`src/rtl/seg_scan_mux_pkg.sv`:
```
// seg_scan_mux_pkg: glyph table, blank constants and scan FSM encoding
package seg_scan_mux_pkg;
  localparam logic [7:0] SEG_BLANK = 8'h00;
  localparam logic [3:0] AN_OFF = 4'b1111;
  localparam logic [15:0][7:0] GLYPH = {
    8'h8E, 8'h9E, 8'h7A, 8'h9C, 8'h3E, 8'hEE, 8'hF6, 8'hFE,
    8'hE0, 8'hBE, 8'hB6, 8'h66, 8'hF2, 8'hDA, 8'h60, 8'hFC
  };
  typedef enum logic {ST_BLANK, ST_ON} st_t;
endpackage

```
`src/rtl/seg_scan_mux_if.sv`:
```
// seg_scan_mux_if: digit data in, segment/anode drive out
interface seg_scan_mux_if;
  logic [15:0] bcd_in;
  logic [3:0] dp_in;
  logic lz_en;
  logic [7:0] seg;
  logic [3:0] an;
  logic frame_start;
  modport master(output bcd_in, dp_in, lz_en, input seg, an, frame_start);
  modport slave(input bcd_in, dp_in, lz_en, output seg, an, frame_start);
endinterface

```
`src/rtl/seg_glyph_dec.sv`:
```
// seg_glyph_dec: hex digit to {a..g,dp} segment pattern
module seg_glyph_dec
  import seg_scan_mux_pkg::*;
(
  input  logic [3:0] d,
  output logic [7:0] seg
);
  assign seg = GLYPH[d];
endmodule

```
`src/rtl/seg_scan_mux.sv`:
```
// seg_scan_mux: 4-digit multiplexed 7-segment scanner with blanking and leading-zero suppression
module seg_scan_mux
  import seg_scan_mux_pkg::*;
#(
  parameter int REFRESH_DIV = 10000,
  parameter int BLANK_CYCLES = 100
) (
  input logic clk,
  input logic rst,
  seg_scan_mux_if.slave io
);
  localparam int CW = REFRESH_DIV > 1 ? $clog2(REFRESH_DIV) : 1;
  localparam logic [CW-1:0] TC = CW'(REFRESH_DIV - 1);
  localparam logic [CW-1:0] BC = CW'(BLANK_CYCLES);
  if (BLANK_CYCLES >= REFRESH_DIV) begin : g_bad
    $error("BLANK_CYCLES must be smaller than REFRESH_DIV");
  end
  logic [CW-1:0] cnt, cnt_nxt;
  logic [1:0] idx, idx_nxt;
  st_t st, st_nxt;
  logic [15:0] fb, bcd;
  logic [3:0] fd, dp, dig, an_nxt;
  logic fl, lz, snap, slot_end, sup;
  logic [7:0] g, seg_nxt;
  seg_glyph_dec u_dec (.d(dig), .seg(g));
  // the snapshot cycle decodes straight from the inputs so the frame's first ON cycle is never stale
  always_comb begin
    slot_end = cnt == TC;
    cnt_nxt = slot_end ? '0 : cnt + CW'(1);
    idx_nxt = slot_end ? idx + 2'd1 : idx;
    st_nxt = cnt_nxt < BC ? ST_BLANK : ST_ON;
    snap = cnt == '0 && idx == 2'd0;
    bcd = snap ? io.bcd_in : fb;
    dp = snap ? io.dp_in : fd;
    lz = snap ? io.lz_en : fl;
    dig = bcd[idx*4 +: 4];
    sup = lz && idx != 2'd0 && (bcd >> {idx, 2'b00}) == '0;
    seg_nxt = st == ST_ON ? {sup ? 7'd0 : g[7:1], dp[idx]} : SEG_BLANK;
    an_nxt = st == ST_ON ? ~(4'b0001 << idx) : AN_OFF;
  end
  always_ff @(posedge clk or negedge rst) begin
    if (!rst) begin
      cnt <= '0;
      idx <= '0;
      st <= ST_BLANK;
      fb <= '0;
      fd <= '0;
      fl <= 1'b0;
      io.seg <= SEG_BLANK;
      io.an <= AN_OFF;
      io.frame_start <= 1'b0;
    end else begin
      cnt <= cnt_nxt;
      idx <= idx_nxt;
      st <= st_nxt;
      if (snap) begin
        fb <= io.bcd_in;
        fd <= io.dp_in;
        fl <= io.lz_en;
      end
      io.seg <= seg_nxt;
      io.an <= an_nxt;
      io.frame_start <= snap;
    end
  end
endmodule
```
`src/flat_wrapper.sv`:
```
// flat-port wrapper written by rule: the top's interface ports become plain ports
module seg_scan_mux_flat import seg_scan_mux_pkg::*;
#(
  parameter int REFRESH_DIV = 10000,
  parameter int BLANK_CYCLES = 100
)
  (clk, rst, io_bcd_in, io_dp_in, io_lz_en, io_seg, io_an, io_frame_start);
  seg_scan_mux_if io_i ();
  input logic clk;
  input logic rst;
  input wire logic [$bits(io_i.bcd_in)-1:0] io_bcd_in;
  input wire logic [$bits(io_i.dp_in)-1:0] io_dp_in;
  input wire logic [$bits(io_i.lz_en)-1:0] io_lz_en;
  output wire logic [$bits(io_i.seg)-1:0] io_seg;
  output wire logic [$bits(io_i.an)-1:0] io_an;
  output wire logic [$bits(io_i.frame_start)-1:0] io_frame_start;
  assign io_i.bcd_in = io_bcd_in;
  assign io_i.dp_in = io_dp_in;
  assign io_i.lz_en = io_lz_en;
  assign io_seg = io_i.seg;
  assign io_an = io_i.an;
  assign io_frame_start = io_i.frame_start;
  seg_scan_mux #(.REFRESH_DIV(REFRESH_DIV), .BLANK_CYCLES(BLANK_CYCLES)) u_core (.clk(clk), .rst(rst), .io(io_i));
endmodule
```
`config.mk`:
```
export PLATFORM = sky130hd
export DESIGN_NAME = seg_scan_mux_flat
export DESIGN_NICKNAME = d
export VERILOG_FILES = /design/src/rtl/seg_scan_mux_pkg.sv /design/src/rtl/seg_scan_mux_if.sv /design/src/rtl/seg_glyph_dec.sv /design/src/rtl/seg_scan_mux.sv /design/src/flat_wrapper.sv
export SDC_FILE = /design/constraint.sdc
export NUM_CORES = 1
export LEC_CHECK = 0
export CAP_MARGIN = 20
export CELL_PAD_IN_SITES_DETAIL_PLACEMENT = 0
export CELL_PAD_IN_SITES_GLOBAL_PLACEMENT = 1
export CORE_MARGIN = 2
export CORE_UTILIZATION = 35
export CTS_CLUSTER_SIZE = 20
export DETAILED_ROUTE_END_ITERATION = 8
export HOLD_SLACK_MARGIN = 0.15
export PLACE_DENSITY_LB_ADDON = 0.1
export SYNTH_ARGS = -nofsm -noshare
export SYNTH_HDL_FRONTEND = slang
export SYNTH_SLANG_ARGS = --single-unit
```
`constraint.sdc`:
```
create_clock -name clk -period 9.05 [get_ports clk]
set_clock_uncertainty 0.1 [all_clocks]
set_input_delay 1.81 -clock clk [delete_from_list [all_inputs] [get_ports clk]]
set_output_delay 1.81 -clock clk [all_outputs]
set_load 0.03 [all_outputs]
```
Word level (Yosys, flattened, before mapping):

Memories as Yosys holds them, arrays and structs flattened.
Index checks and enable logic that the tools add are counted.
Widths: inputs -> output; s select.

* bits in registers: 51
* bits in latches: 0
* bits in writable memories: 0
* memory bits (read-only): 128
* input port bits: 23
* output and inout port bits: 13
* word-level logic and storage cells: 38
* memories kept: 1

* add/sub/neg operators: 2
* multiply operators: 0
* divide/modulo/power cells: 0
* $lt $le $gt $ge: 3
* eq/ne operators: 1
* shift operators: 3
* muxes and demuxes: 11
* bitwise gates (word level): 1
* reduce and logical (&&, ||, !) cells: 7

Memories
* (no name shown): words 16, bits a word 8, read ports 1, clocked after Yosys merged registers in 0, write ports 0, line seg_glyph_dec.sv:8 `assign seg = GLYPH[d];`

Operators by type and width (number)
* $logic_not 16->1: 1
* $mux 16: 1
* $mux 8: 2
* $shiftx 16x5->4: 1
* $shr 16x4->16: 1
* $add 14x1->14 const B: 1
* $eq 14x14->1 const B: 1
* $logic_not 14->1: 1
* $lt 14x7->1 const B: 1
* $mux 14: 1
* $mux 4: 2
* $mux 7: 1
* $lt 4x5->1 const B: 1
* $not 4->4: 1
* $shl 1x2->4 const A: 1
* $logic_and 1x1->1: 3
* $lt 2x3->1 const B: 1
* $mux 1: 3
* $add 2x1->2 const B: 1
* $bmux 1 s2: 1
* $logic_not 2->1: 1
* $reduce_bool 2->1: 1

Logic depth before layout (Yosys ltp):

Gate-level depths: netlist (run 1).

* depth in word-level cells: 8
* depth in mapped cells: 14
* mapped depth without buffers: 13

Hierarchy:

From an unflattened synthesis (run 1), not the netlist that was laid out.

* cells, all modules: 252
* area total of the unflattened synthesis: 2817.7 um2

By module, submodules not included
* seg_scan_mux: instances 1, cells an instance 217, area each 2516.2 um2, sequential area each 1281.2 um2
* seg_glyph_dec: instances 1, cells an instance 35, area each 301.5 um2, sequential area each 0.0 um2

Worst setup path after synthesis (run 1):

No wires, ideal clock.

* kind: input port to flip-flop
* start point: input port io_bcd_in[8]
* end point: register u_core.io.seg[7]
* setup time: 0.072 ns
* data arrival time: 3.516 ns
* data required time: 8.878 ns
* slack: 5.362 ns
* cell stages on the path: 7
* path buffers: 0
* path through: mux4_1 > mux2i_2 > inv_1 > ha_1 > or3_1 > o221a_2 > nor2_1

* longest elaborated chain between the ends: 6
* elaborated cells on any way between the ends: 9
* those cells by class: shift: 2; mux: 4; reduce/logical: 2; memory: 1

RTL lines
* from (decl): line flat_wrapper.sv:11 `input wire logic [$bits(io_i.bcd_in)-1:0] io_bcd_in;`
* $mux 16 (*): line seg_scan_mux.sv:33 `bcd = snap ? io.bcd_in : fb;`
* $shiftx 16x5->4 or $shr 16x4->16 (tied branches): line seg_scan_mux.sv:36, seg_scan_mux.sv:37
* $mem_v2 16x8 or $logic_not 16->1 (tied branches)
* $mux 8 (implied by the code) or $logic_and 1x1->1 (tied branches): line seg_glyph_dec.sv:8, seg_scan_mux.sv:37
* $mux 7 (*): line seg_scan_mux.sv:38 `seg_nxt = st == ST_ON ? {sup ? 7'd0 : g[7:1], dp[idx]} : SEG_BLANK;`
* $mux 8 (*): line seg_scan_mux.sv:38
* named net u_core.seg_nxt[7]: line seg_scan_mux.sv:24 `logic [7:0] g, seg_nxt;`
* to (signal assigned): line seg_scan_mux.sv:61 `io.seg <= seg_nxt;`
* to (decl): line seg_scan_mux_if.sv:10 `modport slave(input bcd_in, dp_in, lz_en, output seg, an, frame_start);`

Mark *: on every way through the listed nets, which the timed path passes. The rest lies on a longest branch. The select of a mux whose other input is x is not followed.
A chain may end at the register's enable or synchronous reset.

Final worst setup path (run 1):

* start point: register u_core.idx[0]
* end point: register u_core.io.seg[3]

* longest elaborated chain between the ends: 8
* elaborated cells on any way between the ends: 14
* those cells by class: shift: 2; mux: 5; reduce/logical: 6; memory: 1

RTL lines
* from (decl): line seg_scan_mux.sv:19 `logic [1:0] idx, idx_nxt;`
* from (signal assigned): line seg_scan_mux.sv:54 `idx <= idx_nxt;`
* $logic_not 2->1: line seg_scan_mux.sv:32 `snap = cnt == '0 && idx == 2'd0;`
* $logic_and 1x1->1: line seg_scan_mux.sv:32
* $mux 16: line seg_scan_mux.sv:33
* $shiftx 16x5->4 or $shr 16x4->16 (tied branches): line seg_scan_mux.sv:36, seg_scan_mux.sv:37
* $mem_v2 16x8 or $logic_not 16->1 (tied branches)
* $mux 8 (implied by the code) or $logic_and 1x1->1 (tied branches): line seg_glyph_dec.sv:8, seg_scan_mux.sv:37
* $mux 7 (*): line seg_scan_mux.sv:38
* $mux 8 (*): line seg_scan_mux.sv:38
* named net u_core.seg_nxt[3]: line seg_scan_mux.sv:24

Marked as above.

==> results of run 1 <==
layer usage:
layer  vias to the layer above  global-route usage (%)  share of wire (%)
li1                       1004                       -                  -
met1                       934                   23.07                 50
met2                        34                   23.96                 45
met3                         7                   3.287                3.6
met4                         0                   4.229                1.2
met5                         -                       0                  0
worst max-delay path: stages, from the launching register on:
cell and delay [ns]:
sky130_fd_sc_hd__dfrtp_1 0.54, sky130_fd_sc_hd__inv_1 0.29, sky130_fd_sc_hd__ha_1 0.26, sky130_fd_sc_hd__nor4bb_1 0.42, sky130_fd_sc_hd__nand4_4 0.46, sky130_fd_sc_hd__mux4_1 0.66
sky130_fd_sc_hd__mux2i_2 0.41, sky130_fd_sc_hd__ha_1 0.22, sky130_fd_sc_hd__inv_1 0.06, sky130_fd_sc_hd__a211oi_1 0.27, sky130_fd_sc_hd__o2111ai_1 0.17, sky130_fd_sc_hd__nand2_1 0.29
sky130_fd_sc_hd__a221oi_1 0.09
power breakdown:
part / switching [mW] / leakage (nW) / internal (mW)
logic: 0.0184 / 0.772 / 0.0173
registers: 0.00295 / 0.636 / 0.233
clock network: 0.0729 / 0.0422 / 0.0545
cell type report:
type | instances | share of cell area (%)
sequential | 51 | 39.81
inverter | 10 | 1.244
clock buffer | 7 | 2.372
clock inverter | 1 | 0.1555
timing repair buffer | 37 | 11.20
tap | 102 | 3.966
multi-input combinational | 205 | 41.25
cells in the mapped netlist (3+ instances only):
cell type and instances:
sky130_fd_sc_hd__nor2_1 34, sky130_fd_sc_hd__a211oi_1 3, sky130_fd_sc_hd__clkbuf_1 4, sky130_fd_sc_hd__or3_1 6, sky130_fd_sc_hd__buf_2 3, sky130_fd_sc_hd__nor3_1 6
sky130_fd_sc_hd__nor4_1 8, sky130_fd_sc_hd__ha_1 12, sky130_fd_sc_hd__mux2i_1 5, sky130_fd_sc_hd__nand3_1 4, sky130_fd_sc_hd__mux2_2 13, sky130_fd_sc_hd__dfrtp_1 47
sky130_fd_sc_hd__dfstp_2 4, sky130_fd_sc_hd__nand2_1 65, sky130_fd_sc_hd__xor2_1 6, sky130_fd_sc_hd__and3_1 7, sky130_fd_sc_hd__xnor2_1 8, sky130_fd_sc_hd__inv_1 8
sky130_fd_sc_hd__a221oi_1 3, sky130_fd_sc_hd__o21ai_0 3
per-stage QoR:
| step | hold slack [ns] | setup WS [ns] | std cells |
|---|---|---|---|
| 2_1_floorplan | 0.3404 | 5.362 | 276 |
| 3_3_place_gp | 0.3677 | 4.539 | 405 |
| 3_5_place_dp | 0.3691 | 4.496 | 405 |
| 4_1_cts | 0.3898 | 4.645 | 413 |
| 5_1_grt | 0.4164 | 4.306 | 413 |
| 6_report | 0.3856 | 4.689 | 413 |
layout by cell type (no fill, tap or decap), types with 2 or more instances in the layout:
| cell | count |
|---|---|
| sky130_fd_sc_hd__o21ai_0 | 3 |
| sky130_fd_sc_hd__dfrtp_1 | 47 |
| sky130_fd_sc_hd__nor4_1 | 8 |
| sky130_fd_sc_hd__and3_1 | 7 |
| sky130_fd_sc_hd__nand2b_1 | 2 |
| sky130_fd_sc_hd__clkbuf_1 | 2 |
| sky130_fd_sc_hd__a211oi_1 | 3 |
| sky130_fd_sc_hd__dfstp_2 | 4 |
| sky130_fd_sc_hd__mux2_2 | 13 |
| sky130_fd_sc_hd__or3_1 | 6 |
| sky130_fd_sc_hd__clkdlybuf4s50_1 | 34 |
| sky130_fd_sc_hd__xor2_1 | 6 |
| sky130_fd_sc_hd__nor2_1 | 34 |
| sky130_fd_sc_hd__xnor2_1 | 8 |
| sky130_fd_sc_hd__clkbuf_8 | 5 |
| sky130_fd_sc_hd__nor3_1 | 6 |
| sky130_fd_sc_hd__nand2_1 | 65 |
| sky130_fd_sc_hd__or4_1 | 2 |
| sky130_fd_sc_hd__mux2i_1 | 5 |
| sky130_fd_sc_hd__ha_1 | 12 |
| sky130_fd_sc_hd__nand3_1 | 4 |
| sky130_fd_sc_hd__inv_1 | 8 |
| sky130_fd_sc_hd__buf_4 | 2 |
| sky130_fd_sc_hd__a221oi_1 | 3 |
final timing paths:
| kind | start | endpoint | cells past startpoint |
|---|---|---|---|
| worst max-delay path | u_core.idx[0] | u_core.io.seg[3] | 12 |
| worst min-delay path | u_core.cnt[0] | u_core.cnt[0] | 1 |
| worst max register to register | u_core.idx[0] | u_core.io.seg[3] | 12 |
| worst min register to register | u_core.cnt[0] | u_core.cnt[0] | 1 |
| max in group asynchronous | rst | u_core.idx[0] | 2 |
| min in group asynchronous | rst | u_core.fb[11] | 2 |
state kept, by name, indices dropped and copies added, names as in the netlist:
register               cells
u_core.fb                 16
u_core.cnt                14
u_core.io.seg              8
u_core.fd                  4
u_core.io.an               4
u_core.idx                 2
u_core.fl                  1
u_core.io.frame_start      1
u_core.st                  1
cell families after synthesis:
family | after synthesis | share of synthesized area [%]
AND/OR/NAND/NOR | 140 | 23.96
flip-flops | 51 | 47.36
multiplexers | 22 | 10.13
AO/OA/AOI/OAI | 17 | 4.903
XOR/XNOR | 14 | 4.533
adder cells (fa/ha/maj) | 12 | 5.550
buffers and inverters | 20 | 3.561
==> impl.org, run 1 <==
** Run status
- The run finished with clean final reports.

** Clocking
- Clk Latency, worst-skew pair :: about 0.30 ns
- Buffers inserted by post-CTS timing repair :: 0
- The tree is rooted in a sky130_fd_sc_hd__clkbuf_8.
- Number of buffers created by CTS :: 5
- Once the clock tree was built, the resizer swapped 0 gates to a different size.
- Maximum clock insertion buffer count :: 2
- Hold repair after CTS inserted 0 buffers.
- The H-tree generated during clock tree synthesis spans 2 levels.
- Clock-pin slew on the worst setup and hold paths :: 0.09 ns
- CTS tree :: built
- CTS Sinks :: 51

** Power
- The design draws 0.3985 mW.
- Power spread over the standard cell area amounts to about 120 nW/um^2.
- IR analysis of the VDD net gives a maximum drop of ~46 uV.
- In this run the static leakage power is 1.450 nW.

** Worst setup path
- Arrival time of data at the critical path endpoint :: between 4 and 5 ns
- The critical path in this run is classified as flop to flop.
- The worst setup path is launched from a flop.
- Along the worst path, the maximum fanout reaches 26.
- The worst setup path is captured at a flop.
- Reg2Reg Setup Slack :: 4.69 ns
- Worst path required time :: 9.13 ns

** Timing
- The total count of hold-check failures in the final report is 0.
- Setup total negative slack :: 0 ns
- Final Cycle Share :: around half
- Setup repair after global routing left no endpoint under its margin.
- F_max :: 229.3 MHz
- Normalized max-slew margin :: a little under half
- Tmin final :: 4.361 ns
- Max Transition Viols Final :: 0
- Slew of the pin with the lowest slew margin :: 0.8174 ns
- Setup Viol. Count Final :: 0

** Synth
- Number of enable-type register cells in the synthesized netlist :: 0
- Share of flip-flops with an asynchronous set or reset :: 100.0%
- Top cell type's share of synthesized area :: a little over two fifths
- Synth warnings :: 0
- Among all flip-flop cells after synthesis, the most frequent one is sky130_fd_sc_hd__dfrtp_1.
- Synthesis inferred 51 register bits.
- The average instance in the mapped netlist occupies 9.801 sq um.
- Counting every net in the synthesized netlist gives 311.
- The netlist uses 44 different library cells.
- Area contributors post-synth :: sky130_fd_sc_hd__dfrtp_1, sky130_fd_sc_hd__nand2_1, sky130_fd_sc_hd__ha_1
- sky130_fd_sc_hd__dfrtp_1 takes more of the synthesized area than any other cell.
- Instance count of the mapped netlist :: 276
- Cell area after synthesis :: 2705 sq um
- Of the synthesized area, sequential elements account for between 40 and 50%.

** GRT
- Global-route total usage across every layer :: 15.82%
- Global routing finished with a remaining overflow of 0.
- Entering global routing, the biggest net connects 52 pins.
- The number of global-route vias before repair came to 2031.
- First-pass GRT wire length :: 10.54 mm
- Initial antenna violation count :: 0

** Placement
- After detailed placement, the total cell area comes to approximately 3100 sq um.
- GP Congestion :: 0.8072
- Buffers added on ports :: 35
- Post-DP HPWL :: 4.299 mm

** Worst hold path
- Worst hold-check path type :: flop to flop

** Final layout
- Final layout net count :: approximately 350
- At the end of the flow the core is filled with cells to 42.30%.
- Register area :: 1281 sq um
- Final standard cell area without fillers :: around 3200 sq um
- After filler insertion, the fill cell instance count of the layout stands at 772.
- The number of antenna diodes in the final layout is 0.
- In the final layout, the multi-input gates occupy between 1000 and 1500 sq um.
- The area growth from synthesis to layout is 18.96%.
- Of the cells placed in the final design, the portion with a size suffix greater than 1 is 11.25%.

** Floorplan
- The die is between 90 and 100 microns tall.
- Count of pins on the block boundary :: 36
- The region available for standard cell placement spans 7607 sq um.
- The floorplan step defined a die boundary enclosing 8448 sq um.
- For this configuration, the core starts out at a cell density of 35.56%.
- Row Count :: 32
- From left edge to right edge, the die measures 91.92 microns.

** Route
- First-pass DRT Iterations :: 4
- Post-route ant nets :: 0
- In the routed design, unresolved DRC markers number 0.
- The first routing iteration left 51 violations.
- Dividing the detail-routed wire length by the instance count gives 14.79 microns.
- Routed wire length :: 6.108 mm
- Detail-routed via count per cell :: 4.792
- The routed layout has slightly below 2k vias.

** Run
- Count of max-cap constraint violations :: 0
(Power assumes the default switching activity.)
==> inputs of run 2 (changes only) <==
==> constraint.sdc (replaced) <==
create_clock -name clk -period 4.5 [get_ports clk]
set_clock_uncertainty 0.1 [all_clocks]
set_input_delay 0.9 -clock clk [delete_from_list [all_inputs] [get_ports clk]]
set_output_delay 0.9 -clock clk [all_outputs]
set_load 0.03 [all_outputs]
==> run 2 against run 1 <==
Against the previous run:
- cell area rose by 1.5%
- cell count increased by 0.97%
- core utilization rose by 0.62 points
- largest power group unchanged
- worst setup slack got worse by 4.0 ns
- non-clock buffer count rose by 4
- flip-flop and latch count is the same
==> impl.org, run 2 (synthesis results as in run 1) <==
** Run status
- Result of the run :: finished, final reports clean (unchanged)

** GRT
- Grt total ovfl :: 0 (unchanged)
- The wire length of the first global-routing pass is 10.57 mm (was 10.54 mm).
- The initial antenna violation count was 0 (unchanged).
- Global routing met3 resource utilization :: 3.205% (was 3.287%)
- The met1 capacity usage during global routing is 21.98% (was 23.07%).
- Global-route total usage across every layer :: 15.75% (was 15.82%)
- The largest net degree at the start of global routing was 33 (was 52).
- Layer with the highest usage :: met2 (unchanged)
- Met2 track demand over resource :: 25.25% (was 23.96%)
- Vias in the first global route :: 2099 (was 2031)

** Final layout
- Commonest non-fill, non-tap cell in the layout :: sky130_fd_sc_hd__nand2_1 (unchanged)
- Number of filler instances in the final layout :: 767 (was 772)
- The layout net count was 349 (was 345).
- Area taken by multi-input logic gates :: 1328 sq um (unchanged)
- Top flop regs: u_core.fb (16), u_core.cnt (14), u_core.io.seg (8) (unchanged).
- Core occupancy in the finished layout :: 42.93% (was 42.30%)
- Top register by number of flip-flops :: u_core.fb (unchanged)
- The fraction of final layout cells with drive strength greater than 1 came to 13.02% (was 11.25%).
- Number of standard cells in the layout, taps in and fillers out :: 417 (was 413)
- Most used cells in the layout excluding fill and tap cells: sky130_fd_sc_hd__nand2_1, sky130_fd_sc_hd__dfrtp_1, sky130_fd_sc_hd__nor2_1, sky130_fd_sc_hd__clkdlybuf4s50_1, sky130_fd_sc_hd__mux2_2 (unchanged).
- The area added between synthesis and finish came to 20.72% (was 18.96%).
- Total inserted antenna cells :: 0 (unchanged)
- The flip-flop count of the largest register, all copies and words added is 16 (unchanged).
- The register cell area after layout was 1281 sq um (unchanged).

** Floorplan
- The area of the core came to 7607 sq um (unchanged).
- The area of the die is 8448 sq um (unchanged).
- Die Span X :: 91.92 microns (unchanged)
- Row Count :: 32 (unchanged)
- The die height came to 91.92 microns (unchanged).
- The number of ports placed on the die boundary is 36 (unchanged).
- The initial core utilization was 35.56% (unchanged).

** Worst setup path
- Capturing element type of the critical path :: flop (unchanged)
- The largest driver fanout on the critical path is 30 (was 26).
- The critical path class is flop to flop (unchanged).
- The required time at the worst-slack endpoint came to 4.60 ns (was 9.13 ns).
- The critical path startpoint category was a flop (unchanged).
- The data arrival time of the critical path is 3.92 ns (was 4.44 ns).

** Route
- Overall via count from detail_route :: 2055 (was 1979)
- The total DRC errors in the routed layout is 0 (unchanged).
- The post-route antenna net violation count is 0 (unchanged).
- The final routed wire length divided by cell count came to 14.79 microns (about the same).
- The ratio of routed vias to standard cells was 4.928 (was 4.792).
- The number of DRC markers after the initial detailed-route iteration was 59 (was 51).
- The iteration count of the initial detailed-routing pass came to 5 (was 4).
- The total routed wirelength is 6.168 mm (was 6.108 mm).

** Timing
- Setup Viol. Count Final :: 0 (unchanged)
- Setup total negative slack :: 0 ns (unchanged)
- Final Cycle Share :: 84.97% (was 48.19%)
- The actual transition at the worst max-transition pin came to 0.5328 ns (was 0.8174 ns).
- Number of failing hold endpoints at the final stage :: 0 (unchanged)
- The worst relative slew slack came to 64.15% (was 45.31%).
- Unrepaired setup endpoints after global routing :: no (unchanged)
- The post-layout minimum cycle time came to 3.824 ns (was 4.361 ns).
- The max-slew violation count came to 0 (unchanged).
- F_max :: 261.5 MHz (was 229.3 MHz)
- The final hold slack came to 0.3811 ns (was 0.3856 ns).

** Power
- PwrDens :: 254.5 nW/um^2 (was 123.8 nW/um^2)
- The internal power consumption is 0.6284 mW (was 0.3043 mW).
- Switching power summed over all nets :: 0.2026 mW (was 0.09419 mW)
- The maximum resistive drop on vdd is 101.0 uV (was 46.01 uV).
- The share of power burned in combinational logic was 8.6% (was 9.0%).
- Sequential power share :: 57.0% (was 59.1%)
- The total design power was 0.8309 mW (was 0.3985 mW).
- Static Leakage :: 1.476 nW (was 1.450 nW)
- Clk network pwr share :: 34.3% (was 32.0%)
- Switching part of the total power :: 24.38% (was 23.63%)

** Clocking
- The cts-stage hold buffer count came to 0 (unchanged).
- CTS tree :: built (unchanged)
- Number of buffers created by CTS :: 5 (unchanged)
- CTS Sinks :: 51 (unchanged)
- The clock-pin slew on the worst setup and hold paths was 0.09 ns (about the same).
- Buffers inserted by post-CTS timing repair :: 0 (unchanged)
- Maximum level of the CTS H-tree :: 2 (unchanged)
- Maximum clock insertion buffer count :: 2 (unchanged)
- The buffer cell driving the clock tree root is sky130_fd_sc_hd__clkbuf_8 (unchanged).
- The clock latency on the worst-skew pair is 0.31 ns (was 0.30 ns).
- The count of cells resized by post-cts repair came to 0 (unchanged).

** Worst hold path
- Worst hold-check path type :: flop to flop (unchanged)

** Placement
- The HPWL after detailed placement was 4.621 mm (was 4.299 mm).
- The placer's final routability congestion estimate is 0.8006 (was 0.8072).
- The number of instances in the placed design came to 409 (was 405).
- Buffers added on ports :: 35 (unchanged)

** Run
- The max-cap violation count came to 0 (unchanged).
[run 2: metrics by stage]
step / instance area (sq um) / worst slack [ns]
2_1_floorplan: 2705 / 1.029
3_3_place_gp: 3167 / 0.8353
3_5_place_dp: 3167 / 0.6607
4_1_cts: 3266 / 0.6286
5_1_grt: 3266 / 0.3772
6_report: 3266 / 0.6763
[run 2: final timing paths]
kind,startpoint,to,slack (ns),cells after the start
hold / removal,u_core.cnt[0],u_core.cnt[0],0.38,1
min in group asynchronous,rst,u_core.fb[11],0.43,1
setup reg to reg,u_core.idx[1],u_core.io.seg[2],0.68,9
setup / recovery,u_core.idx[1],u_core.io.seg[2],0.68,9
hold reg to reg,u_core.cnt[0],u_core.cnt[0],0.38,1
max in group asynchronous,rst,u_core.io.an[0],3.05,2
[run 2: final cells by class]
| type | count | share of cell area [%] |
|---|---|---|
| multi-input combinational | 205 | 40.65 |
| sequential | 51 | 39.23 |
| timing repair buffer | 41 | 11.95 |
| tap | 102 | 3.908 |
| clock buffer | 6 | 2.529 |
| inverter | 10 | 1.226 |
| clock inverter | 2 | 0.4981 |
[run 2: power groups by stage]
stage	clock [mW]	combinational (mW)	sequential [mW]
global route	0.323	0.0800	0.475
CTS	0.300	0.0730	0.474
global placement	0	0.0733	0.483
floorplan	0	0.0327	0.481
detailed placement	0	0.0727	0.483
finish	0.285	0.0717	0.474
[run 2: critical path, stage by stage, from the launching register on]
cell and delay [ns]:
sky130_fd_sc_hd__dfrtp_1 0.39, sky130_fd_sc_hd__inv_1 0.18, sky130_fd_sc_hd__ha_1 0.26, sky130_fd_sc_hd__nor4bb_1 0.40
sky130_fd_sc_hd__nand4_4 0.36, sky130_fd_sc_hd__inv_4 0.39, sky130_fd_sc_hd__mux2_2 0.39, sky130_fd_sc_hd__or4_4 0.64
sky130_fd_sc_hd__mux2_2 0.31, sky130_fd_sc_hd__a221oi_1 0.27
[run 2: layer usage]
metal,vias up,share of wire [%]
met1,1000,50
met4,0,1.1
met2,32,46
met3,6,3.5
met5,-,0
li1,1017,-
==> inputs of run 3 (changes only) <==
==> constraint.sdc (replaced) <==
create_clock -name clk -period 3.5 [get_ports clk]
set_clock_uncertainty 0.1 [all_clocks]
set_input_delay 0.7 -clock clk [delete_from_list [all_inputs] [get_ports clk]]
set_output_delay 0.7 -clock clk [all_outputs]
set_load 0.03 [all_outputs]
==> run 3 against run 2 <==
Against the previous run:
- fmax up 19%
- sequential power up 28%
- routed wire length up 2.3%
- sequential share of layout area down 1.0 points
- register-to-register slack worse by 0.40 ns
- die area unchanged
- first-iteration DRC count up 29%
==> impl.org, run 3 (synthesis results as in run 1) <==
** Clocking
- The number of buffers on the longest clock path is 2 (unchanged).
- Clock-pin slew on the worst setup and hold paths :: 0.09 ns (about the same)
- The clock latency on the worst-skew pair came to 0.30 ns (was 0.31 ns).
- CTS Sinks :: 51 (unchanged)
- The cts-stage hold buffer count is 0 (unchanged).
- Clock root buffer :: sky130_fd_sc_hd__clkbuf_8 (unchanged)
- The CTS tree is built (unchanged).
- The clock buffer count from CTS is 5 (unchanged).
- The H-tree depth came to 2 (unchanged).

** Route
- The ratio of routed vias to standard cells came to 4.842 (was 4.928).
- The iteration count of the initial detailed-routing pass is 4 (was 5).
- The post-route antenna net violation count was 0 (unchanged).
- The total DRC errors in the routed layout was 0 (unchanged).
- Overall via count from detail_route :: 2053 (was 2055)
- The number of DRC markers after the initial detailed-route iteration came to 76 (was 59).
- The final routed wire length divided by cell count came to 14.88 microns (was 14.79 microns).
- Routed wire length :: 6.310 mm (was 6.168 mm)

** Worst hold path
- Worst hold-check path type :: primary input to asynchronous set/reset pin (was flop to flop)

** Power
- Highest ir drop seen on vdd :: 192.1 uV (was 101.0 uV)
- PwrDens :: 318.5 nW/um^2 (was 254.5 nW/um^2)
- Total Power Consumption :: 1.068 mW (was 0.8309 mW)
- The static leakage power was 1.518 nW (was 1.476 nW).

** Run status
- Result of the run: finished, final reports clean (unchanged).

** Floorplan
- Count of pins on the block boundary :: 36 (unchanged)
- Die Span X :: 91.92 microns (unchanged)
- The placement row count was 32 (unchanged).
- The initial core utilization is 35.56% (unchanged).
- Core ar. :: 7607 sq um (unchanged)
- The area of the die was 8448 sq um (unchanged).
- Vertical extent of the die :: 91.92 microns (unchanged)

** Timing
- The least setup slack across all paths after layout was 0.2771 ns (was 0.6763 ns).
- Unrepaired setup endpoints after global routing :: no (unchanged)
- Number of failing hold endpoints at the final stage :: 0 (unchanged)
- Final Cycle Share :: 92.08% (was 84.97%)
- The setup-violating endpoint count in the final report is 0 (unchanged).
- The sum of negative setup slack was 0 ns (unchanged).
- Normalized max-slew margin :: 65.51% (was 64.15%)
- The max-slew violation count came to 0 (unchanged).
- Tmin final :: 3.223 ns (was 3.824 ns)
- Hold Worst Slack :: 0.2547 ns (was 0.3811 ns)
- The fmax is 310.3 MHz (was 261.5 MHz).
- Slew of the pin with the lowest slew margin :: 0.5126 ns (was 0.5328 ns)

** Placement
- Buffers added on ports :: 35 (unchanged)
- The setup slack at placement was -0.03706 ns (was 0.6607 ns).
- Instance area after placement :: 3197 sq um (was 3167 sq um)
- The placer's final routability congestion estimate was 0.7869 (was 0.8006).
- The number of instances in the placed design came to 413 (was 409).
- Post-DP HPWL :: 4.677 mm (was 4.621 mm)

** GRT
- Global-route total usage across every layer :: 16.33% (was 15.75%)
- Initial antenna violation count :: 0 (unchanged)
- First-pass GRT wire length :: 10.83 mm (was 10.57 mm)
- The largest net degree at the start of global routing was 32 (was 33).
- The total congestion overflow after global routing was 0 (unchanged).
- The number of global-route vias before repair was 2074 (was 2099).

** Final layout
- The register cell area after layout is 1281 sq um (unchanged).
- Top flop regs :: u_core.fb (16), u_core.cnt (14), u_core.io.seg (8) (unchanged)
- Most used cells in the layout excluding fill and tap cells: sky130_fd_sc_hd__nand2_1, sky130_fd_sc_hd__dfrtp_1, sky130_fd_sc_hd__nor2_1, sky130_fd_sc_hd__clkdlybuf4s50_1, sky130_fd_sc_hd__mux2_2 (unchanged).
- The post-route core utilization came to 44.08% (was 42.93%).
- The post-route non-filler standard cell count came to 424 (was 417).
- Area taken by multi-input logic gates :: 1354 sq um (was 1328 sq um)
- Max reg flops :: 16 (unchanged)
- The final instance area came to 3353 sq um (was 3266 sq um).
- The register containing the most flip-flops in the final layout is u_core.fb (unchanged).
- Number of filler instances in the final layout :: 745 (was 767)
- The area added between synthesis and finish is 23.96% (was 20.72%).
- The fraction of final layout cells with drive strength greater than 1 came to 15.22% (was 13.02%).
- Total inserted antenna cells :: 0 (unchanged)
- The leading cell type in the layout, fill and taps excluded is sky130_fd_sc_hd__nand2_1 (unchanged).
- The layout net count is 356 (was 349).

** Worst setup path
- Delay of the slowest critical-path stage :: 0.64 ns (about the same)
- The data arrival time of the critical path was 3.32 ns (was 3.92 ns).
- The largest driver fanout on the critical path came to 17 (was 30).
- The cell at the slowest stage of the critical path was sky130_fd_sc_hd__or4_4 (unchanged).
- Worst path required time :: 3.60 ns (was 4.60 ns)
- The critical path class was flop to flop (unchanged).
- Crit path cell chain: nor4_1, nand4_4, buf_12, inv_4, mux2_2, or4_4, mux2_2, a221oi_1 (was inv_1, ha_1, nor4bb_1, nand4_4, inv_4, mux2_2, or4_4, mux2_2, a221oi_1).
- CP most frequent cell :: sky130_fd_sc_hd__mux2_2 (unchanged)
- Type of element launching the critical path :: flop (unchanged)
- Capturing element type of the critical path :: flop (unchanged)

** Run
- The max-cap violation count came to 0 (unchanged).
[run 3: worst paths after layout]
kind | slack [ns] | startpoint | endpoint | cells past startpoint
setup / recovery | 0.28 | u_core.cnt[9] | u_core.io.seg[1] | 8
hold / removal | 0.25 | rst | u_core.fb[15] | 1
setup reg to reg | 0.28 | u_core.cnt[9] | u_core.io.seg[1] | 8
hold reg to reg | 0.38 | u_core.fd[2] | u_core.fd[2] | 2
max in group asynchronous | 2.21 | rst | u_core.io.an[0] | 2
min in group clk | 0.38 | u_core.fd[2] | u_core.fd[2] | 2
[run 3: power breakdown]
part | internal, mW | switching [mW]
Combinational | 0.0456 | 0.0477
Clock | 0.163 | 0.203
Sequential | 0.601 | 0.00815
Total | 0.810 | 0.259
[run 3: cell type report]
type	instances	area share, %
Clock buffer	7	2.575
Clock inverter	1	0.2612
Inverter	10	1.194
Multi-Input combinational cell	205	40.37
Sequential cell	51	38.21
Tap cell	102	3.806
Timing Repair Buffer	48	13.58
[run 3: critical path: cells and delay by family, from the launching register on]
kind / cells / cell delay (ns)
AND/OR/NAND/NOR: 3 / 1.30
multiplexers: 2 / 0.68
flip-flops: 1 / 0.43
buffers and inverters: 2 / 0.34
AO/OA/AOI/OAI: 1 / 0.26
[run 3: timing repair]
action | CTS | global route
endpoints found under the hold margin | 0 | 0
endpoints found under the setup margin | 3 | 7
resized for setup | 1 | 3
setup buffers | 0 | 3
pin swaps | 0 | 1
[run 3: per-layer routing]
| layer | wire length, microns | share of wire (%) | vias up | track usage, % |
|---|---|---|---|---|
| met2 | 2853 | 45 | 36 | 25.25 |
| li1 | - | - | 1025 | - |
| met4 | 55 | 0.87 | 0 | 4.104 |
| met5 | 0 | 0 | - | 0 |
| met3 | 208 | 3.3 | 4 | 3.040 |
| met1 | 3192 | 51 | 988 | 23.70 |
